$ cat config.mk
export PLATFORM = sky130hd
export DESIGN_NAME = vga_fb_write_arbiter
export DESIGN_NICKNAME = d
export VERILOG_FILES = /design/src/rtl/vga_fb_write_arbiter.sv
export SDC_FILE = /design/constraint.sdc
export NUM_CORES = 1
export LEC_CHECK = 0
export ABC_AREA = 1
export CORE_MARGIN = 2
export CORE_UTILIZATION = 35
export DETAILED_ROUTE_END_ITERATION = 8
export HOLD_SLACK_MARGIN = 0.05
export PLACE_DENSITY = 0.71
export SYNTH_ARGS = -nofsm -noshare
export SYNTH_HDL_FRONTEND = slang
export SYNTH_SLANG_ARGS = --single-unit
$ cat constraint.sdc
create_clock -name clk -period 4.5 [get_ports clk]
set_input_delay 0.9 -clock clk [delete_from_list [all_inputs] [get_ports clk]]
set_output_delay 0.9 -clock clk [all_outputs]
set_load 0.02 [all_outputs]
$ cat src/rtl/vga_fb_write_arbiter.sv
// ---------------------------------------------------------------------------
// vga_fb_write_arbiter
//
// Owns the single write port of the VGA frame buffer. NREQ pixel requesters
// share it through round-robin valid/ready arbitration. A built-in clear
// sequencer can take over the port and fill the whole HD x VD frame with one
// colour.
//
// Ports
//   clk            system clock
//   arst           asynchronous reset, active-high
//   req_valid_i    per-requester pixel write pending
//   req_ready_o    one-hot grant (combinational); transfer on valid & ready
//   req_x_i        packed x coordinates, requester n at [n*ADDR_BITS +: ADDR_BITS]
//   req_y_i        packed y coordinates, same packing
//   req_color_i    packed 2-bit colour codes, requester n at [n*2 +: 2]
//   clear_i        start a full-frame clear
//   clear_color_i  fill colour, sampled together with clear_i
//   busy_o         clear sequence in progress
//   err_o          one-cycle pulse: an accepted request was outside the frame
//   we_o           frame-buffer write enable
//   addr_x_o       frame-buffer x address
//   addr_y_o       frame-buffer y address
//   color_o        frame-buffer colour code
// ---------------------------------------------------------------------------
module vga_fb_write_arbiter #(
    parameter int NREQ      = 2,
    parameter int HD        = 1280,
    parameter int VD        = 1024,
    parameter int ADDR_BITS = 11
) (
    input  logic                      clk,
    input  logic                      arst,
    input  logic [NREQ-1:0]           req_valid_i,
    output logic [NREQ-1:0]           req_ready_o,
    input  logic [NREQ*ADDR_BITS-1:0] req_x_i,
    input  logic [NREQ*ADDR_BITS-1:0] req_y_i,
    input  logic [NREQ*2-1:0]         req_color_i,
    input  logic                      clear_i,
    input  logic [1:0]                clear_color_i,
    output logic                      busy_o,
    output logic                      err_o,
    output logic                      we_o,
    output logic [ADDR_BITS-1:0]      addr_x_o,
    output logic [ADDR_BITS-1:0]      addr_y_o,
    output logic [1:0]                color_o
);

    localparam int PTR_W = (NREQ > 1) ? $clog2(NREQ) : 1;
    localparam logic [ADDR_BITS-1:0] X_LAST = ADDR_BITS'(HD - 1);
    localparam logic [ADDR_BITS-1:0] Y_LAST = ADDR_BITS'(VD - 1);

    typedef enum logic {
        SERVE = 1'b0,
        CLEAR = 1'b1
    } state_t;

    state_t               state_q;
    logic [PTR_W-1:0]     ptr_q;
    logic                 busy_q;
    logic                 err_p1;
    logic                 vld_p1;
    logic [ADDR_BITS-1:0] addr_x_p1;
    logic [ADDR_BITS-1:0] addr_y_p1;
    logic [1:0]           color_p1;

    // Round-robin successor of requester n.
    function automatic logic [PTR_W-1:0] ptr_after(input logic [PTR_W-1:0] n);
        if (int'(n) >= NREQ - 1)
            return '0;
        else
            return n + 1'b1;
    endfunction

    // True when the coordinate lies inside the visible frame.
    function automatic logic in_frame(input logic [ADDR_BITS-1:0] x,
                                      input logic [ADDR_BITS-1:0] y);
        return (x <= X_LAST) && (y <= Y_LAST);
    endfunction

    // ---------------------------------------------------------------
    // Stage 0: combinational arbitration and request selection
    // ---------------------------------------------------------------
    logic [NREQ-1:0]      gnt;
    logic [PTR_W-1:0]     gnt_idx;
    logic                 gnt_any;
    int                   idx;

    always_comb begin
        gnt     = '0;
        gnt_idx = '0;
        gnt_any = 1'b0;
        idx     = 0;
        // A clear request (or reset) suppresses every grant in this cycle,
        // so the clear always wins over simultaneous pixel requests.
        if (state_q == SERVE && !clear_i && !arst) begin
            for (int k = 0; k < NREQ; k++) begin
                idx = int'(ptr_q) + k;
                if (idx >= NREQ)
                    idx = idx - NREQ;
                if (!gnt_any && req_valid_i[idx]) begin
                    gnt_any = 1'b1;
                    gnt_idx = PTR_W'(idx);
                end
            end
            gnt[gnt_idx] = gnt_any;
        end
    end

    assign req_ready_o = gnt;

    logic [ADDR_BITS-1:0] sel_x;
    logic [ADDR_BITS-1:0] sel_y;
    logic [1:0]           sel_color;

    assign sel_x     = req_x_i[gnt_idx*ADDR_BITS +: ADDR_BITS];
    assign sel_y     = req_y_i[gnt_idx*ADDR_BITS +: ADDR_BITS];
    assign sel_color = req_color_i[gnt_idx*2 +: 2];

    // ---------------------------------------------------------------
    // Stage 1: registered frame-buffer write port and FSM
    // ---------------------------------------------------------------
    // During CLEAR the output address registers double as the x/y clear
    // counters: the pixel being presented is the counter value, and the
    // colour register keeps the latched fill colour for the whole frame.
    always_ff @(posedge clk or posedge arst) begin
        if (arst) begin
            state_q   <= SERVE;
            ptr_q     <= '0;
            busy_q    <= 1'b0;
            err_p1    <= 1'b0;
            vld_p1    <= 1'b0;
            addr_x_p1 <= '0;
            addr_y_p1 <= '0;
            color_p1  <= '0;
        end else begin
            vld_p1 <= 1'b0;
            err_p1 <= 1'b0;
            case (state_q)
                SERVE: begin
                    busy_q <= 1'b0;
                    if (clear_i) begin
                        // First clear pixel is presented together with busy.
                        state_q   <= CLEAR;
                        busy_q    <= 1'b1;
                        vld_p1    <= 1'b1;
                        addr_x_p1 <= '0;
                        addr_y_p1 <= '0;
                        color_p1  <= clear_color_i;
                    end else if (gnt_any) begin
                        ptr_q <= ptr_after(gnt_idx);
                        if (in_frame(sel_x, sel_y)) begin
                            vld_p1    <= 1'b1;
                            addr_x_p1 <= sel_x;
                            addr_y_p1 <= sel_y;
                            color_p1  <= sel_color;
                        end else begin
                            // Swallow the request; addresses stay untouched.
                            err_p1 <= 1'b1;
                        end
                    end
                end
                CLEAR: begin
                    if (addr_x_p1 == X_LAST && addr_y_p1 == Y_LAST) begin
                        // Last pixel is on the port now; hand back to SERVE.
                        state_q <= SERVE;
                        busy_q  <= 1'b0;
                    end else if (addr_x_p1 == X_LAST) begin
                        vld_p1    <= 1'b1;
                        addr_x_p1 <= '0;
                        addr_y_p1 <= addr_y_p1 + 1'b1;
                    end else begin
                        vld_p1    <= 1'b1;
                        addr_x_p1 <= addr_x_p1 + 1'b1;
                    end
                end
                default: state_q <= SERVE;
            endcase
        end
    end

    assign we_o     = vld_p1;
    assign err_o    = err_p1;
    assign busy_o   = busy_q;
    assign addr_x_o = addr_x_p1;
    assign addr_y_o = addr_y_p1;
    assign color_o  = color_p1;

endmodule

After elaboration in Yosys (flattened, before gate mapping)
Cells that the tools add are included.

storage, ports and cells
  output and inout port bits = 29
  ROM bits = 0
  bits in latches = 0
  register bits = 29
  memory bits (writable) = 0
  memories = 0
  bits of input ports = 55

operators by class
  $add $sub $neg = 6
  mux-type cells = 51
  div/mod/pow operators = 0
  bitwise logic cells = 3
  eq/ne operators = 7
  $lt $le $gt $ge = 9
  multiply operators = 1
  shift operators = 3
  reduce and logical (&&, ||, !) cells = 15

operators with widths
  cell                                                              number
  2-to-1 mux 32 bit                                                 4
  2-to-1 mux 11 bit                                                 10
  < comparator 32 x 3 -> 1 bit, second input constant               2
  case mux 11 bit (2 select lines)                                  2
  variable part select 22 x 6 -> 11 bit                             2
  2-to-1 mux 1 bit                                                  27
  adder 11 x 1 -> 11 bit, second input constant                     2
  equality test 11 x 10 -> 1 bit, second input constant             1
  equality test 11 bit, second input constant                       1
  less-or-equal comparator 11 x 10 -> 1 bit, second input constant  1
  less-or-equal comparator 11 bit, second input constant            1
  AND reduction 3 bit                                               3
  2-to-1 mux 2 bit                                                  4
  logical AND 1 bit                                                 6
  case mux 1 bit (2 select lines)                                   3
  multiplier 1 x 4 -> 5 bit, second input constant                  1
  != test 2 x 1 -> 1 bit, second input constant                     2
  AND reduction 4 bit                                               1
  nonzero test 2 bit                                                2
  variable part select 4 x 3 -> 2 bit                               1
  zero test 1 bit                                                   3
  != test 3 x 2 -> 1 bit, second input constant                     1
  != test 3 bit, second input constant                              1
  subtractor 1 x 2 -> 3 bit, second input constant                  1
  11 further kinds                                                  13

Logic depth before layout (Yosys ltp)
Gate-level depths: netlist of the first run.

  word-level depth = 22
  gate-level depth with buffers = 15

Worst setup path before layout of the first run
OpenSTA, ideal clock, no wires.

  kind = input port to output port
  start = input port clear_i
  end = output port req_ready_o[0]
  stages on the path = 5
  required time = 3.600 ns
  data arrival time = 1.680 ns
  buffers on the path = 0
  path slack = 1.920 ns
  cell sequence = inv_2 nand2_8 nor2_8 o21ai_0 nor2_1

between the ends
  word-level cells in the longest chain between the ends = 4

ends and longest elaborated chain
  element                         line  source
  from (decl)                     39    input logic clear_i,
  zero test 1 bit                 96    if (state_q == SERVE && !clear_i && !arst) begin
  logical AND 1 bit (2 in a row)  96
  2-to-1 mux 2 bit                96
  to (decl)                       35    output logic [NREQ-1:0] req_ready_o,

No other way between the ends.

Worst setup path after layout of the first run
Ends and elaborated chain as after synthesis.

==> impl_metrics.prom, run 1 <==
# TYPE chip_impl_metric gauge
chip_impl_metric{name="postRouteWirelength",unit="um"} 6261
chip_impl_metric{name="drv_slew",unit=""} 0
chip_impl_metric{name="timing.critical_path.arrival",unit="ns"} 2.63
chip_impl_metric{name="viasPerCell",unit=""} 5.037
chip_impl_metric{name="setup_viol",unit=""} 0
chip_impl_metric{name="dieWidth",unit="um"} 82.58
chip_impl_metric{name="avgSynthCellArea",unit="um^2"} 6.993
chip_impl_metric{name="total_leakage_power",unit="uW"} 0.001419
chip_impl_metric{name="layout-area-overhead-vs-synth",unit="%"} 43.95
chip_impl_metric{name="mappedNetlistArea",unit="um^2"} 2161
chip_impl_metric{name="setup_ws",unit="ns"} 0.9674
chip_impl_metric{name="cts_repair_resize_count",unit=""} 0
chip_impl_metric{name="first_global_vias",unit=""} 2277
chip_impl_metric{name="grt_pass1_wl",unit="um"} 10230
chip_impl_metric{name="synth_cell_types",unit=""} 33
chip_impl_metric{name="design.die.area",unit="um^2"} 6819
chip_impl_metric{name="synth_seq_area_share",unit="%"} 33.58
chip_impl_info{name="critical_path.startpoint_type",value="input port"} 1
chip_impl_metric{name="remaining_drc_errors",unit=""} 0
chip_impl_metric{name="port_buffers",unit=""} 83
chip_impl_metric{name="fillCellCount",unit=""} 611
chip_impl_metric{name="synth.net_count",unit=""} 366
chip_impl_metric{name="least_margin_pin_slew",unit="ns"} 0.5664
chip_impl_metric{name="timing.slew.headroom",unit="%"} 62.20
chip_impl_info{name="ctsRootBufferMaster",value="sky130_fd_sc_hd__clkbuf_8"} 1
chip_impl_metric{name="worstRegToRegCells",unit=""} 14
chip_impl_metric{name="power_density_cells",unit="nW/um^2"} 353.7
chip_impl_metric{name="critical_path_required",unit="ns"} 3.60
chip_impl_metric{name="cts.sink_count",unit=""} 29
chip_impl_metric{name="detailedRoute.firstIterationViolations",unit=""} 87
chip_impl_metric{name="clock_insertion_delay_worst_skew",unit="ns"} 0.29
chip_impl_metric{name="cts_buffer_depth",unit=""} 2
chip_impl_metric{name="totalPowerFinal",unit="uW"} 1100
chip_impl_metric{name="fraction_of_layout_instances_using_a_drive_strength_above_1",unit="%"} 10.51
chip_impl_metric{name="layout_min_cycle_time",unit="ns"} 3.533
chip_impl_metric{name="timing.critical_path.fanout_max",unit=""} 7
chip_impl_metric{name="synth_seq_cells",unit=""} 29
chip_impl_info{name="worst_setup_ep_type",value="output port"} 1
chip_impl_info{name="critical_setup_path_kind",value="in2out"} 1
chip_impl_info{name="cts_tree",value="yes"} 1
chip_impl_metric{name="drtPass1Iterations",unit=""} 4
chip_impl_metric{name="antenna_cells_inserted",unit=""} 0
chip_impl_metric{name="worst_ir_drop_vdd",unit="mV"} 0.1889
chip_impl_metric{name="number_of_antenna_violations_at_the_first_check_in_global_routing",unit=""} 0
chip_impl_metric{name="vias",unit=""} 2342
chip_impl_metric{name="finalHoldViolations",unit=""} 0
chip_impl_metric{name="setup_total_negative_slack",unit="ns"} 0
chip_impl_metric{name="core_area",unit="um^2"} 5956
chip_impl_metric{name="cts-htree-levels",unit=""} 2
chip_impl_info{name="layout_commonest_cell",value="sky130_fd_sc_hd__clkdlybuf4s50_1"} 1
chip_impl_info{name="crit-reg2reg-capture",value="addr_y_o[9]"} 1
chip_impl_info{name="crit_start",value="clear_i"} 1
chip_impl_metric{name="grt_use_total",unit="%"} 19.57
chip_impl_metric{name="design.final.nets",unit=""} 446
chip_impl_info{name="reg2reg_from",value="state_q"} 1
chip_impl_metric{name="ant_nets",unit=""} 0
chip_impl_metric{name="placementRows",unit=""} 28
chip_impl_metric{name="max_cap_viol_count",unit=""} 0
chip_impl_info{name="final_cell_mix",value="sky130_fd_sc_hd__clkdlybuf4s50_1 (83), sky130_fd_sc_hd__nand2_1 (76), sky130_fd_sc_hd__o21ai_0 (33)"} 1
chip_impl_metric{name="design.portCount",unit=""} 84
chip_impl_metric{name="die_height",unit="um"} 82.58
chip_impl_metric{name="grt_max_degree",unit=""} 34
chip_impl_metric{name="gp_routability_congestion",unit=""} 0.8093
chip_impl_metric{name="initial_util",unit="%"} 36.28
chip_impl_metric{name="clock.fmax",unit="GHz"} 0.2831
chip_impl_metric{name="worst-r2r-setup-slack",unit="ns"} 1.86
chip_impl_info{name="rsz0062_at_grt",value="no"} 1
chip_impl_metric{name="path_clk_slew",unit="ns"} 0.06
chip_impl_info{name="endpoint",value="req_ready_o[0]"} 1
chip_impl_info{name="hold_path.class",value="reg2reg"} 1
chip_impl_metric{name="fin_crit_sh",unit="%"} 78.50
chip_impl_metric{name="cts_hold_buf",unit=""} 0
chip_impl_metric{name="final.setup_skew",unit="ns"} 0.006171
chip_impl_metric{name="dp.final_hpwl",unit="um"} 4571
chip_impl_metric{name="netlist_instances",unit=""} 309
chip_impl_metric{name="post_cts.repair.setup_buffers",unit=""} 0
chip_impl_metric{name="dp_slack",unit="ns"} 0.9587
chip_impl_metric{name="grt_remaining_overflow",unit=""} 0
chip_impl_metric{name="synthesis.yosys.warnings",unit=""} 0
chip_impl_metric{name="cts_inserted_buffers",unit=""} 5
chip_impl_info{name="run_status",value="finished clean"} 1
chip_impl_metric{name="stdcell_area",unit="um^2"} 3110
chip_impl_metric{name="route.detailed.wl_per_inst",unit="um"} 13.46
chip_impl_metric{name="placed_cell_area",unit="um^2"} 3009
chip_impl_metric{name="hold_slack",unit="ns"} 0.5071
-- cells in the mapped netlist --
| cell type | instances | area (um^2) |
|---|---|---|
| sky130_fd_sc_hd__a31oi_1 | 2 | 12.51 |
| sky130_fd_sc_hd__o21ai_1 | 8 | 40.04 |
| sky130_fd_sc_hd__nand3_1 | 25 | 125.1 |
| sky130_fd_sc_hd__nand3_4 | 1 | 17.52 |
| sky130_fd_sc_hd__nor2_8 | 1 | 20.02 |
| sky130_fd_sc_hd__buf_2 | 4 | 20.02 |
| sky130_fd_sc_hd__nand2_1 | 76 | 285.3 |
| sky130_fd_sc_hd__nor2_2 | 3 | 18.77 |
| sky130_fd_sc_hd__o21ai_2 | 1 | 8.760 |
| sky130_fd_sc_hd__clkbuf_1 | 3 | 11.26 |
| sky130_fd_sc_hd__or2_2 | 1 | 6.260 |
| sky130_fd_sc_hd__inv_2 | 3 | 11.26 |
| sky130_fd_sc_hd__dfrtp_1 | 29 | 725.7 |
| sky130_fd_sc_hd__nor3_2 | 1 | 10.01 |
| sky130_fd_sc_hd__buf_6 | 4 | 45.04 |
| sky130_fd_sc_hd__nor3_1 | 4 | 20.02 |
| sky130_fd_sc_hd__buf_8 | 1 | 15.01 |
| sky130_fd_sc_hd__nand3b_1 | 2 | 15.01 |
| sky130_fd_sc_hd__inv_6 | 1 | 8.760 |
| sky130_fd_sc_hd__a21boi_2 | 1 | 11.26 |
| sky130_fd_sc_hd__nand2_2 | 14 | 87.58 |
| sky130_fd_sc_hd__inv_1 | 26 | 97.59 |
| sky130_fd_sc_hd__nand2_4 | 3 | 33.78 |
| sky130_fd_sc_hd__xnor2_1 | 2 | 17.52 |
| sky130_fd_sc_hd__o21ai_0 | 33 | 165.2 |
| sky130_fd_sc_hd__xor2_1 | 5 | 43.79 |
| sky130_fd_sc_hd__nand2_8 | 1 | 20.02 |
| sky130_fd_sc_hd__o22ai_1 | 9 | 56.30 |
| sky130_fd_sc_hd__o21bai_1 | 2 | 15.01 |
| sky130_fd_sc_hd__ha_1 | 2 | 25.02 |
| sky130_fd_sc_hd__nor2_1 | 30 | 112.6 |
| sky130_fd_sc_hd__nand4_1 | 3 | 18.77 |
| sky130_fd_sc_hd__a21oi_1 | 8 | 40.04 |
-- logic make-up after synthesis --
logic type	count (synthesis)	share of synthesized area, %
AND/OR/NAND/NOR	165	36.60
flip-flops	29	33.58
AO/OA/AOI/OAI	64	16.15
buffers and inverters	42	9.669
adder cells (fa/ha/maj)	2	1.158
XOR/XNOR	7	2.837
-- worst min-delay path by stage --
stage | from | end | slack [ns] | depth (start not counted)
global route | color_o[1] | color_o[1] | 0.55 | 2
detailed placement | color_o[0] | color_o[0] | 0.50 | 2
CTS | color_o[0] | color_o[0] | 0.51 | 2
floorplan | ptr_q | ptr_q | 0.50 | 2
finish | color_o[0] | color_o[0] | 0.51 | 2
global placement | color_o[0] | color_o[0] | 0.50 | 2
-- critical path: stages --
cell	delay [ns]
sky130_fd_sc_hd__clkdlybuf4s50_1	0.43
sky130_fd_sc_hd__inv_2	0.14
sky130_fd_sc_hd__nand2_8	0.09
sky130_fd_sc_hd__nor2_8	0.11
sky130_fd_sc_hd__o21ai_0	0.16
sky130_fd_sc_hd__nor2_1	0.17
sky130_fd_sc_hd__clkdlybuf4s50_1	0.62
-- stage by stage --
step,util (%),instances
floorplan,-,309
global placement,50.53,457
detailed placement,50.53,457
CTS,52.23,465
global route,52.23,465
finish,52.23,465
-- final cells by class --
cell class | count | area [um^2] | share of cell area (%)
timing repair buffer | 85 | 845.8 | 27.19
tap | 75 | 93.84 | 3.017
sequential | 29 | 725.7 | 23.33
clock buffer | 7 | 96.34 | 3.097
multi-input combinational | 238 | 1226 | 39.42
clock inverter | 1 | 5.005 | 0.1609
inverter | 30 | 117.6 | 3.781
-- layer usage --
| layer | global-route usage [%] | wire length [um] | vias up |
|---|---|---|---|
| li1 | - | - | 1177 |
| met1 | 25.25 | 2899 | 1089 |
| met2 | 32.74 | 2872 | 70 |
| met3 | 4.674 | 431 | 6 |
| met4 | 5.246 | 57 | 0 |
| met5 | 0 | 0 | - |
-- power breakdown --
| group | switching [uW] | internal [uW] |
|---|---|---|
| logic | 231 | 232 |
| clock network | 105 | 138 |
| registers | 75.5 | 319 |
-- flip-flops by register name, summed over array words and instances, names as in the netlist --
register / cells
ptr_q: 1
addr_y_o: 11
busy_o: 1
color_o: 2
err_o: 1
addr_x_o: 11
we_o: 1
state_q: 1
No activity file was read; power rests on OpenSTA's default activity.
==> run 2, diff against run 1 <==
--- a/config.mk
+++ b/config.mk
@@ -10,7 +10,7 @@
 export CORE_UTILIZATION = 35
 export DETAILED_ROUTE_END_ITERATION = 8
 export HOLD_SLACK_MARGIN = 0.05
-export PLACE_DENSITY = 0.71
+export PLACE_DENSITY = 0.74
 export SYNTH_ARGS = -nofsm -noshare
 export SYNTH_HDL_FRONTEND = slang
 export SYNTH_SLANG_ARGS = --single-unit
==> constraint.sdc (replaced) <==
create_clock -name clk -period 2.89 [get_ports clk]
set_input_delay 0.578 -clock clk [delete_from_list [all_inputs] [get_ports clk]]
set_output_delay 0.578 -clock clk [all_outputs]
set_load 0.02 [all_outputs]
==> run 2 against run 1 <==
  * Sequential share of layout area fell by 0.41 points
  * Combinational power rose by 57%
  * Hold slack improved by 0.0075 ns
  * Core utilization up 0.92 points
  * Clock power increased by 40%
  * Critical path depth fell by 2
  * Non-clock buffer count increased by 9
  * Clock skew increased by 0.0061 ns
  * Highest routed layer unchanged
==> impl_metrics.prom, run 2 (synthesis gave the netlist of run 1 again) <==
# TYPE chip_impl_metric gauge
chip_impl_info{name="run_status",value="finished clean"} 1
chip_impl_metric{name="post_cts.repair.setup_buffers",unit=""} 0
chip_impl_metric{name="timing.critical_path.arrival",unit="ns"} 2.09
chip_impl_info{name="critical_setup_path_kind",value="in2out"} 1
chip_impl_metric{name="detailroute.wirelength.met2",unit="um"} 3023
chip_impl_metric{name="initial_util",unit="%"} 36.28
chip_impl_metric{name="finalHoldViolations",unit=""} 0
chip_impl_metric{name="design.final.nets",unit=""} 455
chip_impl_metric{name="setup_ws",unit="ns"} 0.2216
chip_impl_metric{name="drtPass1Iterations",unit=""} 4
chip_impl_metric{name="grt_remaining_overflow",unit=""} 0
chip_impl_metric{name="grt_pass1_wl",unit="um"} 10080
chip_impl_info{name="cts_tree",value="yes"} 1
chip_impl_metric{name="grt_max_degree",unit=""} 30
chip_impl_metric{name="clock_insertion_delay_worst_skew",unit="ns"} 0.29
chip_impl_metric{name="fin_crit_sh",unit="%"} 92.33
chip_impl_metric{name="viasPerCell",unit=""} 4.958
chip_impl_metric{name="remaining_drc_errors",unit=""} 0
chip_impl_metric{name="drv_slew",unit=""} 0
chip_impl_metric{name="hold_slack",unit="ns"} 0.5147
chip_impl_info{name="top_layer",value="met4"} 1
chip_impl_metric{name="design.die.area",unit="um^2"} 6819
chip_impl_metric{name="layout_min_cycle_time",unit="ns"} 2.668
chip_impl_metric{name="number_of_antenna_violations_at_the_first_check_in_global_routing",unit=""} 0
chip_impl_metric{name="core_area",unit="um^2"} 5956
chip_impl_metric{name="route.detailed.wl_per_inst",unit="um"} 13.37
chip_impl_metric{name="antenna_cells_inserted",unit=""} 0
chip_impl_metric{name="cts_inserted_buffers",unit=""} 5
chip_impl_metric{name="layoutNonFillerInstCount",unit=""} 474
chip_impl_info{name="hold_path.class",value="reg2reg"} 1
chip_impl_metric{name="cts_buffer_depth",unit=""} 2
chip_impl_info{name="worst_setup_ep_type",value="output port"} 1
chip_impl_info{name="final_cell_mix",value="sky130_fd_sc_hd__clkdlybuf4s50_1 (82), sky130_fd_sc_hd__nand2_1 (76), sky130_fd_sc_hd__o21ai_0 (33)"} 1
chip_impl_metric{name="timing.slew.headroom",unit="%"} 73.29
chip_impl_metric{name="port_buffers",unit=""} 83
chip_impl_metric{name="first_global_vias",unit=""} 2234
chip_impl_metric{name="setup_viol",unit=""} 0
chip_impl_metric{name="least_margin_pin_slew",unit="ns"} 0.4006
chip_impl_metric{name="postRouteWirelength",unit="um"} 6338
chip_impl_metric{name="detailedRoute.firstIterationViolations",unit=""} 74
chip_impl_metric{name="fillCellCount",unit=""} 605
chip_impl_metric{name="gp_routability_congestion",unit=""} 0.8162
chip_impl_metric{name="met3_length",unit="um"} 385
chip_impl_metric{name="ant_nets",unit=""} 0
chip_impl_metric{name="grt_use_total",unit="%"} 19.31
chip_impl_metric{name="max_cap_viol_count",unit=""} 0
chip_impl_metric{name="power_density_cells",unit="nW/um^2"} 530.4
chip_impl_metric{name="clock.fmax",unit="GHz"} 0.3748
chip_impl_metric{name="final.setup_skew",unit="ns"} 0.01229
chip_impl_metric{name="dieWidth",unit="um"} 82.58
chip_impl_metric{name="dp.final_hpwl",unit="um"} 4705
chip_impl_metric{name="dp_slack",unit="ns"} 0.1087
chip_impl_metric{name="vias",unit=""} 2350
chip_impl_metric{name="design.portCount",unit=""} 84
chip_impl_metric{name="layout-area-overhead-vs-synth",unit="%"} 46.50
chip_impl_metric{name="total_leakage_power",unit="uW"} 0.001467
chip_impl_metric{name="path_clk_slew",unit="ns"} 0.06
chip_impl_metric{name="post_place_cells",unit=""} 466
chip_impl_metric{name="cts-htree-levels",unit=""} 2
chip_impl_metric{name="setup_total_negative_slack",unit="ns"} 0
chip_impl_metric{name="timing.critical_path.fanout_max",unit=""} 5
chip_impl_metric{name="fraction_of_layout_instances_using_a_drive_strength_above_1",unit="%"} 12.53
chip_impl_info{name="layout_commonest_cell",value="sky130_fd_sc_hd__clkdlybuf4s50_1"} 1
chip_impl_metric{name="cts.sink_count",unit=""} 29
chip_impl_metric{name="total_routed_wire_length_on_the_met1_layer",unit="um"} 2804
chip_impl_metric{name="worst_ir_drop_vdd",unit="mV"} 0.3279
chip_impl_metric{name="critical_path_required",unit="ns"} 2.31
chip_impl_metric{name="die_height",unit="um"} 82.58
chip_impl_info{name="critical_path.startpoint_type",value="input port"} 1
chip_impl_info{name="ctsRootBufferMaster",value="sky130_fd_sc_hd__clkbuf_8"} 1
chip_impl_metric{name="placementRows",unit=""} 28
chip_impl_info{name="rsz0062_at_grt",value="no"} 1
[run 2: cell types whose count changed in the layout (fill, tap and decap cells not counted), sizes merged]
cell / before / now
clkbuf: 7 / 5
buf: 2 / 11
dlymetal6s2s: 0 / 1
clkinvlp: 0 / 1
clkdlybuf4s50: 83 / 82
clkinv: 1 / 2
[run 2: report_power, final]
group	total [uW]	switching, uW	leakage, uW	internal, uW
sequential	615	118	0.000356	497
combinational	725	362	0.00107	363
clock	339	173	0.0000439	166
total	1680	653	0.00147	1030
[run 2: per-layer routing]
layer  up-vias  GRT usage, %
li1       1190             -
met1      1065         23.86
met2        81         32.66
met3        14         5.109
met4         0         6.230
met5         -             0
[run 2: metrics by stage]
stage / total power (uW) / util (%) / area, um^2
floorplan: 1010 / - / 2161
finish: 1679 / 53.15 / 3166
detailed placement: 1347 / 51.66 / 3077
global placement: 1326 / 51.66 / 3077
CTS: 1691 / 53.11 / 3163
global route: 1795 / 53.15 / 3166
[run 2: cell type report]
type | instances | area, um^2 | area share, %
clock buffers | 5 | 68.82 | 2.174
clock inverters | 3 | 17.52 | 0.5534
inverters | 30 | 117.6 | 3.715
multi-input cells | 238 | 1226 | 38.74
flip-flops and latches | 29 | 725.7 | 22.92
well taps | 75 | 93.84 | 2.964
repair buffers | 94 | 915.9 | 28.93
[run 2: timing repair]
item / CTS / global route
hold buffers: 0 / 0
resized for setup: 0 / 1
setup endpoints to repair: 0 / 1
[run 2: path summary, 6_finish.rpt]
check | slack (ns) | cells past startpoint | endpoint | startpoint
max | 0.22 | 5 | req_ready_o[1] | req_valid_i[1]
min | 0.51 | 2 | busy_o | busy_o
min in group asynchronous | 0.82 | 3 | addr_y_o[3] | arst
max reg2reg | 0.72 | 10 | addr_y_o[6] | addr_x_o[0]
min reg2reg | 0.51 | 2 | busy_o | busy_o
max in group asynchronous | 1.77 | 3 | addr_y_o[5] | arst
[run 2: worst max-delay path, stage by stage]
cell	delay, ns
sky130_fd_sc_hd__clkdlybuf4s50_1	0.47
sky130_fd_sc_hd__a21boi_2	0.27
sky130_fd_sc_hd__nand2_4	0.10
sky130_fd_sc_hd__inv_2	0.07
sky130_fd_sc_hd__clkdlybuf4s50_1	0.59
==> run 3, diff against run 2 <==
--- a/config.mk
+++ b/config.mk
@@ -11,6 +11,7 @@
 export DETAILED_ROUTE_END_ITERATION = 8
 export HOLD_SLACK_MARGIN = 0.05
 export PLACE_DENSITY = 0.74
+export SLEW_MARGIN = 15
 export SYNTH_ARGS = -nofsm -noshare
 export SYNTH_HDL_FRONTEND = slang
 export SYNTH_SLANG_ARGS = --single-unit
==> constraint.sdc (replaced) <==
create_clock -name clk -period 2.3 [get_ports clk]
set_input_delay 0.46 -clock clk [delete_from_list [all_inputs] [get_ports clk]]
set_output_delay 0.46 -clock clk [all_outputs]
set_load 0.02 [all_outputs]
==> run 3 against run 2 <==
  * Cell count rose by 2.3%
  * Via count rose by 2.7%
  * Sequential power rose by 26%
  * Power rose by 35%
  * Non-clock buffer count rose by 11
==> impl_metrics.prom, run 3 (synthesis gave the netlist of run 1 again) <==
# TYPE chip_impl_metric gauge
chip_impl_metric{name="hold_slack",unit="ns"} 0.5181
chip_impl_metric{name="finalHoldViolations",unit=""} 0
chip_impl_metric{name="core_area",unit="um^2"} 5956
chip_impl_metric{name="design.portCount",unit=""} 84
chip_impl_metric{name="timing.critical_path.fanout_max",unit=""} 3
chip_impl_metric{name="ant_nets",unit=""} 0
chip_impl_metric{name="grt_use_total",unit="%"} 20.08
chip_impl_metric{name="switching_share",unit="%"} 36.20
chip_impl_metric{name="port_buffers",unit=""} 83
chip_impl_metric{name="number_of_antenna_violations_at_the_first_check_in_global_routing",unit=""} 0
chip_impl_metric{name="share_of_the_core_filled_with_cells_in_the_final_layout",unit="%"} 55.59
chip_impl_metric{name="placementRows",unit=""} 28
chip_impl_metric{name="layout_min_cycle_time",unit="ns"} 2.193
chip_impl_info{name="cts_tree",value="yes"} 1
chip_impl_metric{name="totalPowerFinal",unit="uW"} 2259
chip_impl_metric{name="detailroute.wirelength.met2",unit="um"} 3210
chip_impl_metric{name="drv_slew",unit=""} 0
chip_impl_info{name="ctsRootBufferMaster",value="sky130_fd_sc_hd__clkbuf_8"} 1
chip_impl_metric{name="layout-area-overhead-vs-synth",unit="%"} 53.21
chip_impl_metric{name="path_clk_slew",unit="ns"} 0.06
chip_impl_metric{name="post_place_cells",unit=""} 477
chip_impl_metric{name="final.setup_skew",unit="ns"} 0.007653
chip_impl_metric{name="viasPerCell",unit=""} 4.975
chip_impl_metric{name="grt_remaining_overflow",unit=""} 0
chip_impl_info{name="critical_setup_path_kind",value="in2out"} 1
chip_impl_metric{name="met3_length",unit="um"} 397
chip_impl_metric{name="detailedRoute.firstIterationViolations",unit=""} 117
chip_impl_metric{name="stdcell_area",unit="um^2"} 3311
chip_impl_metric{name="route.detailed.wl_per_inst",unit="um"} 13.58
chip_impl_info{name="rsz0062_at_grt",value="no"} 1
chip_impl_info{name="top_layer",value="met4"} 1
chip_impl_metric{name="antenna_cells_inserted",unit=""} 0
chip_impl_metric{name="drtPass1Iterations",unit=""} 4
chip_impl_metric{name="first_global_vias",unit=""} 2286
chip_impl_metric{name="fillCellCount",unit=""} 557
chip_impl_info{name="final_cell_mix",value="sky130_fd_sc_hd__clkdlybuf4s50_1 (81), sky130_fd_sc_hd__nand2_1 (76), sky130_fd_sc_hd__o21ai_0 (33)"} 1
chip_impl_metric{name="worst_ir_drop_vdd",unit="mV"} 0.4672
chip_impl_metric{name="cts_buffer_depth",unit=""} 2
chip_impl_metric{name="post_cts.repair.setup_buffers",unit=""} 0
chip_impl_info{name="worst_setup_ep_type",value="output port"} 1
chip_impl_metric{name="fin_crit_sh",unit="%"} 95.33
chip_impl_metric{name="setup_viol",unit=""} 0
chip_impl_metric{name="clock_power_share",unit="%"} 24.5
chip_impl_metric{name="clock_insertion_delay_worst_skew",unit="ns"} 0.28
chip_impl_info{name="run_status",value="finished clean"} 1
chip_impl_metric{name="critical_path_required",unit="ns"} 1.84
chip_impl_info{name="layout_commonest_cell",value="sky130_fd_sc_hd__clkdlybuf4s50_1"} 1
chip_impl_metric{name="grt_max_degree",unit=""} 30
chip_impl_metric{name="least_margin_pin_slew",unit="ns"} 0.4622
chip_impl_metric{name="timing.critical_path.arrival",unit="ns"} 1.73
chip_impl_info{name="critical_path.startpoint_type",value="input port"} 1
chip_impl_info{name="timing.critical_path.cells",value="clkdlybuf4s50_1 > inv_2 > nand2_8 > nor2_8 > buf_4 > nand2_4 > inv_2 > dlygate4sd2_1"} 1
chip_impl_metric{name="max_cap_viol_count",unit=""} 0
chip_impl_metric{name="p_comb_share",unit="%"} 41.3
chip_impl_metric{name="postRouteWirelength",unit="um"} 6588
chip_impl_info{name="critPathMostFrequentCell",value="sky130_fd_sc_hd__inv_2"} 1
chip_impl_metric{name="intPower",unit="uW"} 1441
chip_impl_metric{name="seqPwrFrac",unit="%"} 34.2
chip_impl_metric{name="remaining_drc_errors",unit=""} 0
chip_impl_metric{name="dieWidth",unit="um"} 82.58
chip_impl_metric{name="placed_cell_area",unit="um^2"} 3172
chip_impl_metric{name="dp.final_hpwl",unit="um"} 4855
chip_impl_metric{name="initial_util",unit="%"} 36.28
chip_impl_metric{name="design.final.nets",unit=""} 466
chip_impl_metric{name="cts-htree-levels",unit=""} 2
chip_impl_metric{name="grt_pass1_wl",unit="um"} 10420
chip_impl_metric{name="total_leakage_power",unit="uW"} 0.001538
chip_impl_info{name="hold_path.class",value="reg2reg"} 1
chip_impl_metric{name="vias",unit=""} 2413
chip_impl_metric{name="cts_inserted_buffers",unit=""} 5
chip_impl_metric{name="die_height",unit="um"} 82.58
chip_impl_info{name="critPathSlowestCell",value="sky130_fd_sc_hd__clkdlybuf4s50_1"} 1
chip_impl_metric{name="gp_routability_congestion",unit=""} 0.8712
chip_impl_metric{name="design.die.area",unit="um^2"} 6819
chip_impl_metric{name="cp_slowest_stage_delay",unit="ns"} 0.44
chip_impl_metric{name="power_density_cells",unit="nW/um^2"} 682.4
chip_impl_metric{name="clock.fmax",unit="GHz"} 0.4561
chip_impl_metric{name="total_routed_wire_length_on_the_met1_layer",unit="um"} 2941
chip_impl_metric{name="fraction_of_layout_instances_using_a_drive_strength_above_1",unit="%"} 14.88
chip_impl_metric{name="p_switching",unit="uW"} 817.9
chip_impl_metric{name="cts.sink_count",unit=""} 29
chip_impl_metric{name="timing.slew.headroom",unit="%"} 69.15
chip_impl_metric{name="layoutNonFillerInstCount",unit=""} 485
## run 3: path summary, 6_finish.rpt
path	start	end	slack (ns)	depth (start not counted)
setup / recovery	clear_i	req_ready_o[1]	0.11	8
hold / removal	addr_y_o[7]	addr_y_o[7]	0.52	2
setup reg to reg	addr_x_o[1]	addr_x_o[7]	0.25	10
hold reg to reg	addr_y_o[7]	addr_y_o[7]	0.52	2
max in group asynchronous	arst	addr_x_o[2]	1.28	3
min in group asynchronous	arst	ptr_q	0.71	3
## run 3: layout make-up
class,count,area (um^2),share of cell area (%)
well taps,75,93.84,2.834
clock buffers,7,86.33,2.608
multi-input cells,238,1244,37.57
clock inverters,1,30.03,0.9070
inverters,30,117.6,3.553
flip-flops and latches,29,725.7,21.92
repair buffers,105,1013,30.61
## run 3: what timing repair did
item                       4_1_cts  5_1_grt
pin swaps                        0        0
setup endpoints to repair        2       23
hold buffers                     0        0
resized for setup                2        7
## run 3: power by group through the flow
stage | registers [uW] | logic, uW | clock network [uW]
after floorplan | 888 | 381 | 0
after global placement | 775 | 911 | 0
after detailed placement | 775 | 930 | 0
after CTS | 771 | 938 | 572
after global routing | 791 | 1020 | 600
final | 773 | 932 | 553
## run 3: critical path: cells and delay by family
family	cells	cell delay [ns]
buffers and inverters	5	1.08
AND/OR/NAND/NOR	3	0.20
## run 3: per-layer routing
metal	vias up	global-route usage [%]
li1	1212	-
met1	1115	25.96
met2	82	34.44
met3	4	4.565
met4	0	3.934
met5	-	0
## run 3: metrics by stage
| stage | setup slack (ns) | TNS [ns] |
|---|---|---|
| after global routing | 0.01829 | 0 |
| after detailed placement | -0.2105 | -4.368 |
| after floorplan | 0.4424 | 0 |
| after CTS | 0.09072 | 0 |
| after global placement | -0.1530 | -2.857 |
| final | 0.1074 | 0 |
